--- config.mk ---
export PLATFORM = sky130hd
export DESIGN_NAME = keypad_entry_unit
export DESIGN_NICKNAME = d
export VERILOG_FILES = /design/src/rtl/keypad_entry_unit_pkg.sv /design/src/rtl/keypad_entry_unit_scanner.sv /design/src/rtl/keypad_entry_unit.sv
export SDC_FILE = /design/constraint.sdc
export NUM_CORES = 1
export LEC_CHECK = 0
export ABC_AREA = 1
export CORE_MARGIN = 5
export CORE_UTILIZATION = 40
export DETAILED_ROUTE_END_ITERATION = 10
export SLEW_MARGIN = 20
export SYNTH_ARGS = -nofsm -noshare
export SYNTH_HDL_FRONTEND = slang
export SYNTH_HIERARCHICAL = 1
export SYNTH_SLANG_ARGS = --single-unit
export TNS_END_PERCENT = 30
--- constraint.sdc ---
create_clock -name clock -period 5.45 [get_ports clock]
set_input_delay 0.8175 -clock clock [delete_from_list [all_inputs] [get_ports clock]]
set_output_delay 0.8175 -clock clock [all_outputs]
set_load 0.1 [all_outputs]
--- src/rtl/keypad_entry_unit_pkg.sv ---
// Shared key codes, FSM state types and keypad lookup helpers for keypad_entry_unit.
package keypad_entry_unit_pkg;

  localparam logic [3:0] KEY_0     = 4'd0;
  localparam logic [3:0] KEY_1     = 4'd1;
  localparam logic [3:0] KEY_2     = 4'd2;
  localparam logic [3:0] KEY_3     = 4'd3;
  localparam logic [3:0] KEY_4     = 4'd4;
  localparam logic [3:0] KEY_5     = 4'd5;
  localparam logic [3:0] KEY_6     = 4'd6;
  localparam logic [3:0] KEY_7     = 4'd7;
  localparam logic [3:0] KEY_8     = 4'd8;
  localparam logic [3:0] KEY_9     = 4'd9;
  localparam logic [3:0] KEY_SIGN  = 4'd10;
  localparam logic [3:0] KEY_BKSP  = 4'd11;
  localparam logic [3:0] KEY_CLR   = 4'd12;
  localparam logic [3:0] KEY_ENTER = 4'd13;
  localparam logic [3:0] KEY_NONE  = 4'd15;

  typedef enum logic [1:0] {
    SC_SCAN,
    SC_DEBOUNCE,
    SC_WAIT_RELEASE
  } scan_state_t;

  typedef enum logic [1:0] {
    ST_ENTRY,
    ST_CONVERT,
    ST_DONE
  } entry_state_t;

  // Index of the lowest asserted bit of an active-high one-hot row vector.
  function automatic logic [1:0] row_index(input logic [3:0] row_n);
    if (row_n[0])      return 2'd0;
    else if (row_n[1]) return 2'd1;
    else if (row_n[2]) return 2'd2;
    else               return 2'd3;
  endfunction

  // '*' and '#' map to KEY_NONE so the entry FSM ignores them.
  function automatic logic [3:0] key_lookup(input logic [1:0] r, input logic [1:0] c);
    case ({r, c})
      4'd0:    return KEY_1;
      4'd1:    return KEY_2;
      4'd2:    return KEY_3;
      4'd3:    return KEY_SIGN;
      4'd4:    return KEY_4;
      4'd5:    return KEY_5;
      4'd6:    return KEY_6;
      4'd7:    return KEY_BKSP;
      4'd8:    return KEY_7;
      4'd9:    return KEY_8;
      4'd10:   return KEY_9;
      4'd11:   return KEY_CLR;
      4'd13:   return KEY_0;
      4'd15:   return KEY_ENTER;
      default: return KEY_NONE;
    endcase
  endfunction

endpackage

--- src/rtl/keypad_entry_unit_scanner.sv ---
// keypad_scanner: column scan, press/release debounce, one-cycle key strobe.
module keypad_scanner
  import keypad_entry_unit_pkg::*;
#(
  parameter int DEBOUNCE_CYCLES = 16,
  parameter int SCAN_CYCLES     = 4
) (
  input  logic       clock,
  input  logic       reset,
  input  logic [3:0] row,
  output logic [3:0] col,
  output logic       key_strobe,
  output logic [3:0] key_code
);

  localparam int CW = (DEBOUNCE_CYCLES > 1) ? $clog2(DEBOUNCE_CYCLES) : 1;
  localparam int SW = (SCAN_CYCLES > 1) ? $clog2(SCAN_CYCLES) : 1;

  scan_state_t   state, state_n;
  logic [CW-1:0] cnt, cnt_n;
  logic [SW-1:0] scan_cnt, scan_cnt_n;
  logic [1:0]    col_idx, col_idx_n;
  logic [3:0]    row_lat, row_lat_n;
  logic          strobe_n;
  logic [3:0]    code_n;
  logic [3:0]    row_n;
  logic          one_low;

  assign row_n   = ~row;
  assign one_low = (row_n != 4'h0) && ((row_n & (row_n - 4'd1)) == 4'h0);
  assign col     = ~(4'b0001 << col_idx);

  always_ff @(posedge clock) begin
    if (reset) begin
      state      <= SC_SCAN;
      cnt        <= '0;
      scan_cnt   <= '0;
      col_idx    <= '0;
      row_lat    <= '1;
      key_strobe <= 1'b0;
      key_code   <= KEY_NONE;
    end else begin
      state      <= state_n;
      cnt        <= cnt_n;
      scan_cnt   <= scan_cnt_n;
      col_idx    <= col_idx_n;
      row_lat    <= row_lat_n;
      key_strobe <= strobe_n;
      key_code   <= code_n;
    end
  end

  always_comb begin
    state_n    = state;
    cnt_n      = cnt;
    scan_cnt_n = scan_cnt;
    col_idx_n  = col_idx;
    row_lat_n  = row_lat;
    strobe_n   = 1'b0;
    code_n     = key_code;
    unique case (state)
      SC_SCAN: begin
        // Column stays put on the detection cycle so debounce sees the same key.
        if (one_low) begin
          state_n    = SC_DEBOUNCE;
          row_lat_n  = row;
          cnt_n      = '0;
          scan_cnt_n = '0;
        end else if (scan_cnt == SW'(SCAN_CYCLES - 1)) begin
          scan_cnt_n = '0;
          col_idx_n  = col_idx + 2'd1;
        end else begin
          scan_cnt_n = scan_cnt + SW'(1);
        end
      end
      SC_DEBOUNCE: begin
        if (row != row_lat) begin
          state_n = SC_SCAN;
          cnt_n   = '0;
        end else if (cnt == CW'(DEBOUNCE_CYCLES - 1)) begin
          state_n  = SC_WAIT_RELEASE;
          cnt_n    = '0;
          strobe_n = 1'b1;
          code_n   = key_lookup(row_index(~row_lat), col_idx);
        end else begin
          cnt_n = cnt + CW'(1);
        end
      end
      SC_WAIT_RELEASE: begin
        if (row != 4'hF) begin
          cnt_n = '0;
        end else if (cnt == CW'(DEBOUNCE_CYCLES - 1)) begin
          state_n = SC_SCAN;
          cnt_n   = '0;
        end else begin
          cnt_n = cnt + CW'(1);
        end
      end
      default: state_n = SC_SCAN;
    endcase
  end

endmodule

--- src/rtl/keypad_entry_unit.sv ---
// Keypad digit entry with sequential BCD-to-two's-complement conversion and saturation.
// Optional KEYPAD_ECHO_EN adds bcd_echo/sign_echo display outputs.
module keypad_entry_unit
  import keypad_entry_unit_pkg::*;
#(
  parameter int DIGITS          = 3,
  parameter int WIDTH           = 8,
  parameter int DEBOUNCE_CYCLES = 16,
  parameter int SCAN_CYCLES     = 4
) (
  input  logic             clock,
  input  logic             reset,
  input  logic [3:0]       row,
  output logic [3:0]       col,
  output logic [WIDTH-1:0] value,
  output logic             value_valid,
  output logic             overflow,
  output logic             busy,
  output logic [2:0]       digit_count
`ifdef KEYPAD_ECHO_EN
  ,
  output logic [4*DIGITS-1:0] bcd_echo,
  output logic                sign_echo
`endif
);

  localparam int AW = WIDTH + 4;
  localparam int XW = AW + 4;
  localparam logic [AW-1:0] NEG_LIMIT = AW'(1) << (WIDTH - 1);
  localparam logic [AW-1:0] POS_LIMIT = NEG_LIMIT - AW'(1);

  logic       key_strobe;
  logic [3:0] key_code;

  keypad_scanner #(
    .DEBOUNCE_CYCLES(DEBOUNCE_CYCLES),
    .SCAN_CYCLES    (SCAN_CYCLES)
  ) u_scanner (
    .clock     (clock),
    .reset     (reset),
    .row       (row),
    .col       (col),
    .key_strobe(key_strobe),
    .key_code  (key_code)
  );

  entry_state_t               state, state_n;
  logic [DIGITS-1:0][3:0]     bcd, bcd_n;
  logic [2:0]                 count, count_n;
  logic [2:0]                 idx, idx_n;
  logic                       neg, neg_n;
  logic [AW-1:0]              acc, acc_n;
  logic                       carry, carry_n;
  logic [WIDTH-1:0]           value_q, value_n;
  logic                       ovf_q, ovf_n;

  logic [3:0]       cur_digit;
  logic [XW-1:0]    product;
  logic [AW-1:0]    acc_step, conv_acc, limit;
  logic             carry_step, conv_carry, res_ovf;
  logic [WIDTH-1:0] mag, res_value;

  always_ff @(posedge clock) begin
    if (reset) begin
      state   <= ST_ENTRY;
      bcd     <= '0;
      count   <= '0;
      idx     <= '0;
      neg     <= 1'b0;
      acc     <= '0;
      carry   <= 1'b0;
      value_q <= '0;
      ovf_q   <= 1'b0;
    end else begin
      state   <= state_n;
      bcd     <= bcd_n;
      count   <= count_n;
      idx     <= idx_n;
      neg     <= neg_n;
      acc     <= acc_n;
      carry   <= carry_n;
      value_q <= value_n;
      ovf_q   <= ovf_n;
    end
  end

  // One MSD-first accumulation step; idx counts remaining digits, so idx-1 is the next one.
  always_comb begin
    cur_digit = '0;
    for (int unsigned i = 0; i < DIGITS; i++) begin
      if (idx == 3'(i + 1)) cur_digit = bcd[i];
    end
    product    = XW'(acc) * XW'(10) + XW'(cur_digit);
    acc_step   = product[AW-1:0];
    carry_step = carry | (|product[XW-1:AW]);
    conv_acc   = (state == ST_CONVERT) ? acc_step : '0;
    conv_carry = (state == ST_CONVERT) ? carry_step : 1'b0;
    limit      = neg ? NEG_LIMIT : POS_LIMIT;
    res_ovf    = conv_carry || (conv_acc > limit);
    mag        = res_ovf ? limit[WIDTH-1:0] : conv_acc[WIDTH-1:0];
    res_value  = neg ? (~mag + WIDTH'(1)) : mag;
  end

  always_comb begin
    state_n = state;
    bcd_n   = bcd;
    count_n = count;
    idx_n   = idx;
    neg_n   = neg;
    acc_n   = acc;
    carry_n = carry;
    value_n = value_q;
    ovf_n   = ovf_q;
    unique case (state)
      ST_ENTRY: begin
        if (key_strobe) begin
          if (key_code <= KEY_9) begin
            if (count < 3'(DIGITS)) begin
              for (int unsigned i = 1; i < DIGITS; i++) bcd_n[i] = bcd[i-1];
              bcd_n[0] = key_code;
              count_n  = count + 3'd1;
            end
          end else if (key_code == KEY_SIGN) begin
            neg_n = ~neg;
          end else if (key_code == KEY_BKSP) begin
            if (count != 3'd0) begin
              for (int unsigned i = 0; i + 1 < DIGITS; i++) bcd_n[i] = bcd[i+1];
              bcd_n[DIGITS-1] = '0;
              count_n = count - 3'd1;
            end
          end else if (key_code == KEY_CLR) begin
            bcd_n   = '0;
            count_n = '0;
            neg_n   = 1'b0;
          end else if (key_code == KEY_ENTER) begin
            acc_n   = '0;
            carry_n = 1'b0;
            idx_n   = count;
            if (count == 3'd0) begin
              state_n = ST_DONE;
              value_n = res_value;
              ovf_n   = res_ovf;
            end else begin
              state_n = ST_CONVERT;
            end
          end
        end
      end
      ST_CONVERT: begin
        acc_n   = acc_step;
        carry_n = carry_step;
        idx_n   = idx - 3'd1;
        if (idx == 3'd1) begin
          state_n = ST_DONE;
          value_n = res_value;
          ovf_n   = res_ovf;
        end
      end
      ST_DONE: begin
        bcd_n   = '0;
        count_n = '0;
        neg_n   = 1'b0;
        state_n = ST_ENTRY;
      end
      default: state_n = ST_ENTRY;
    endcase
  end

  assign value       = value_q;
  assign overflow    = ovf_q;
  assign value_valid = (state == ST_DONE);
  assign busy        = (state != ST_ENTRY);
  assign digit_count = count;

`ifdef KEYPAD_ECHO_EN
  assign bcd_echo  = bcd;
  assign sign_echo = neg;
`endif

endmodule
**Word-level counts from Yosys, hierarchy flattened**

Memory sizes are Yosys's and may differ from the RTL's. A register that Yosys moved wholly into a read port is not among the register bits.
Cells that the tools add are included.

- Latch bits: 0
- Register bits: 58
- Output and inout port bits: 18
- Memories: 1
- Memory bits (writable): 0
- Memory bits (read-only): 64
- Input bits: 6

- Equality and inequality tests: 33
- Shift operators: 1
- Order comparisons: 3
- Div/mod/pow operators: 0
- Multipliers: 1
- Reductions and logical operators: 24
- Add/subtract/negate cells: 9
- Muxes and demuxes: 98
- Bitwise operators: 10

Memories:

| memory | depth | width | read ports | clocked after Yosys merged registers in | wr ports | RTL line | RTL |
|---|---|---|---|---|---|---|---|
| (name not given) | 16 | 4 | 1 | 1 | 0 | keypad_entry_unit_pkg.sv:42 | `case ({r, c})` |

Operator list:

| cell | count |
|---|---|
| $mux 12 | 14 |
| $mux 8 | 11 |
| $pmux 12 s2 | 2 |
| $mux 2 | 20 |
| $mux 3 | 13 |
| $mux 4 | 7 |
| $mux 1 | 22 |
| $eq 4x4->1 const B | 5 |
| $add 16x4->16 | 1 |
| $pmux 8 s2 | 1 |
| $mul 12x3->15 const B | 1 |
| $ne 2x2->1 const B | 7 |
| $reduce_and 7->1 | 2 |
| $gt 12x8->1 | 1 |
| $ne 3x3->1 const B | 4 |
| $ne 4x4->1 const B | 3 |
| $pmux 3 s2 | 2 |
| $pmux 4 s3 | 1 |
| $reduce_and 9->1 | 1 |
| $add 8x1->8 const B | 1 |
| $ne 2x1->1 const B | 4 |
| $not 4->4 | 2 |
| $not 8->8 | 1 |
| $eq 2x2->1 const B | 3 |
| 35 further kinds | 50 |

**Depth between registers and ports, before layout**

- Word-level depth: 21
- Mapped depth: 38

**Hierarchy**

The synthesis kept the hierarchy.

Modules (own cells, without submodules):

| module | times used | cells an instance | area each (sq um) |
|---|---|---|---|
| keypad_entry_unit | 1 | 521 | 3449.6 |
| keypad_scanner | 1 | 183 | 1226.2 |

**Worst setup path after synthesis**

OpenSTA, ideal clock, no wires.

- Path type: flip-flop to flip-flop
- Start: register idx[0]
- End: register value_q[2] (netlist: value[2])
- Setup slack: 1292 ps
- Path buffers: 0
- Data required time: 5375 ps
- Stages on the path, launching flop included: 36
- Setup time: 75 ps
- Arrival: 4084 ps
- Cells stage by stage: dfxtp_1 > inv_1 > ha_1 > inv_1 > nor2_1 > inv_1 > o21ai_0 > o21ai_0 > a21oi_1 > ha_1 > inv_1 > fa_1 > inv_1 > nand3_1 > nand2_1 > nand3_1 > clkinv_1 > nor2_1 > nor3_1 > ha_1 > nand2_1 > o21bai_1 > nand4_1 > o21ai_0 > nand2_1 > nor2_1 > nand3_2 > inv_1 > nand2_2 > nand2_1 > o21ai_0 > inv_1 > ha_1 > nor2_1 > or2_0 > a31oi_1

- Cells in the longest elaborated chain, start to end: 21
- Elaborated cells on any way between the ends: 28

RTL lines:

| what | RTL line | RTL |
|---|---|---|
| start: declaration | keypad_entry_unit.sv:50 | `logic [2:0] idx, idx_n;` |
| start signal: assignment | keypad_entry_unit.sv:78 | `idx <= idx_n;` |
| branches (longest 21 deep; another with $add 16x4->16) | -- |  |
| end signal: assignment | keypad_entry_unit.sv:82 | `value_q <= value_n;` |
| end: declaration | keypad_entry_unit.sv:54 | `logic [WIDTH-1:0] value_q, value_n;` |

Parallel ways; which one is timed is not known. The select of a mux whose other input is x is not followed.
A chain may end at the register's enable or synchronous reset.

**Final worst setup path**

- Start: register idx[0]
- End: register value_q[4] (netlist: value[4])

Same word-level chain as after synthesis.

==> results.md <==
* Post-Place Cell Area at 5040 um2
* Layout Nets at about 800
* Most frequent cells in the layout: nand2_1, inv_1, nor2_1, dfxtp_1, a21oi_1
* Adder-cell share of the synthesized area at about 14%
* Reg2reg setup slack at 0.69 ns
* Fin. max-slew vios at 0
* Max IR drop VDD at 0.000131 V
* # DRC at 0
* CTS H-tree depth at 3
* Worst Setup End Kind: flop
* Maxcap violations at 0
* Main combinational cell family by area after synthesis: simple AND/OR/NAND/NOR gates
* Cts hold-fix bufs at 0
* HPWL after DPL at just under 9 mm
* R2R depth at 37
* Initial antenna violation count at 0
* Core area at around 11000 um2
* Synth Register Bits at 62
* Detailed-route via count at roughly 4500
* WL final at ~11 mm
* Ports at 24
* PortBufs at 23
* Pwr dens at 200 nW/um2
* YS warnings at 6
* Total die area at around 14000 um2
* Final hold vios at 0
* Via density at between 5 and 6
* Synth unique cells at 43
* First-pass GRT wire length at roughly 20 mm
* Setup violators final at 0
* Worst-path clk slew at around 0.050 ns
* Post-synth ARST share at 0%
* Setup Buffers After CTS at 0
* Mux contribution to synthesized area at 0%
* FP Rows at 39
* Final Non-Filler Cells at ~870
* Leakage power at 2.56 nW
* Tot Pwr at around 1.1 mW
* All-Layer GR Usage at between 10% and 20%
* Largest net degree at the start of global routing at 40
* Critical Path RT at ~5.6 ns
* Worst Skew at 0.00651 ns
* Die height at ~120 um
* RSZ-0062 raised after global routing: no
* N_diodes at 0
* Chip width at about 120 um
* Post-synth EDFFs at 0
* Routed WL per cell at about 13 um
* Clock sink count at 62
* Worst-Margin Slew at about 1 ns
* Worst Setup Start Kind: flop
* Most used DFF post-synth: dfxtp_1
* CTS max path bufs at 2
* Final core utilization at between 40 and 50%
* Starting Density at ~41%
* DRT iter0 DRCs at between 200 and 250
* Worst r2r dst: value[4]
* Placed insts at around 860
* Worst Hold Depth at 2
* Area Overhead vs Synth at 13.4%
* Slowest stage cell, crit path: fa_1
* Rel. slew slack at between 30 and 40%
* CTS tree: done
* Number of global-route vias before repair at roughly 4200
* XOR/XNOR Fraction of Synth Area at less than 1%
* Root buf cell: clkbuf_16
* Final period demand of the worst path at around 4.8 ns
* Post-Synthesis Cells at 704
* Worst Path Max Fanout at 7
* Max Fclk at 210 MHz
* Setup tns final at 0 ns
* Post-CTS sizing at 0
* Final worst path period share at 87.3%
* Cell area after layout at between 5000 and 6000 um2
* Fraction of layout cells with a size suffix above 1 at around 7%
* Cell area after synthesis at around 4700 um2
* Critical Path AT at ~5 ns
* Top cell by count, worst path: inv_1
* Commonest non-fill, non-tap cell in the layout: nand2_1
* Share of the yosys chip area belonging to registers at a little over a quarter
* Worst hold start: value[7]
* Compound-cell area share of the yosys netlist at approximately 18%
* Skew-Pair Late Insertion Delay at roughly 0.32 ns
* Status: complete, no violations
* Syn Nets at ~760
* Syn Area/Cell at 6.64 um2
* Worst hold path type: reg -> reg
* Antenna viol nets, final at 0
* Detailed Routing Iterations Pass 1 at 4
* Biggest cell delay along the critical path at ~0.39 ns
* Grt ovf at 0
* Reg2reg start: idx[0]
* Hold Path End: value[7]
* CTS Buf Count at 9
* Simple-Gate Fraction of Synth Area at 29.8%
* Crit Path Class: reg -> reg
* RePlAce Congestion at between 0.8 and 0.9
## worst max path at each step
stage          cells after the start       end  startpoint  slack (ns)
4_1_cts                           37  value[4]      idx[0]        0.62
3_5_place_dp                      37  value[4]      idx[0]        0.64
3_3_place_gp                      37  value[4]      idx[0]        0.94
6_report                          37  value[4]      idx[0]        0.69
2_1_floorplan                     35  value[2]      idx[0]        1.29
5_1_grt                           37  value[6]      idx[0]        0.08
## cell usage after synthesis, types with 5 or more instances
library cell / count / area, um2
nand2_1: 165 / 619
ha_1: 50 / 626
nor3_1: 6 / 30.0
inv_1: 101 / 379
nor2_1: 62 / 233
a211oi_1: 11 / 82.6
o211ai_1: 15 / 113
nor2_2: 6 / 37.5
nand4_1: 10 / 62.6
a21oi_1: 59 / 295
nand2_2: 7 / 43.8
o22ai_1: 5 / 31.3
o21ai_0: 30 / 150
a31oi_1: 8 / 50.1
clkbuf_1: 10 / 37.5
nand3_1: 48 / 240
dfxtp_1: 62 / 1240
inv_2: 10 / 37.5
## registers in the layout, summed over array words and instances, names as in the netlist, 2 cells and up
name / flops
acc: 12
bcd: 12
value: 8
u_scanner/cnt: 4
u_scanner/key_code: 4
u_scanner/row_lat: 4
digit_count: 3
idx: 3
state: 2
u_scanner/col_idx: 2
u_scanner/scan_cnt: 2
u_scanner/state: 2
## logic make-up after synthesis
kind of cell,after synthesis
simple gates,315
buf+inv,128
fa+ha+maj,52
compound gates,143
flops,62
xor+xnor,4
## power breakdown
group          switching [mW]  total, mW  leakage, nW  internal [mW]
logic                  0.0602     0.0893         1.93         0.0291
registers             0.00698      0.468        0.501          0.461
clock network           0.190      0.503        0.128          0.313
## metal layers
layer,track usage [%],vias up,share of wire (%)
met3,3.12,25,3.7
met1,22.1,2036,49
li1,-,2376,-
met4,6.59,0,2.3
met2,26.9,82,45
met5,0,-,0
## worst max-delay path, delay by kind of cell, from the launching register on
family                   cells  cell delay, ns
adder cells (fa/ha/maj)      5            1.25
buffers and inverters        8            0.67
AND/OR/NAND/NOR             17            1.69
AO/OA/AOI/OAI                7            0.70
flip-flops                   1            0.33
## final cells by class
cell class,instances,area [um2]
clock buffer,12,246
clock inverter,2,10.0
fill,1220,6110
inverter,115,432
multi-input combinational,514,2950
sequential,62,1240
tap,143,179
timing repair buffer,25,245
## per-stage QoR
stage | hold slack [ns] | setup WS, ns
floorplan | 0.445 | 1.29
global placement | 0.454 | 0.943
detailed placement | 0.457 | 0.643
CTS | 0.465 | 0.622
global route | 0.487 | 0.0758
finish | 0.462 | 0.693
No activity file was read; power rests on OpenSTA's default activity.
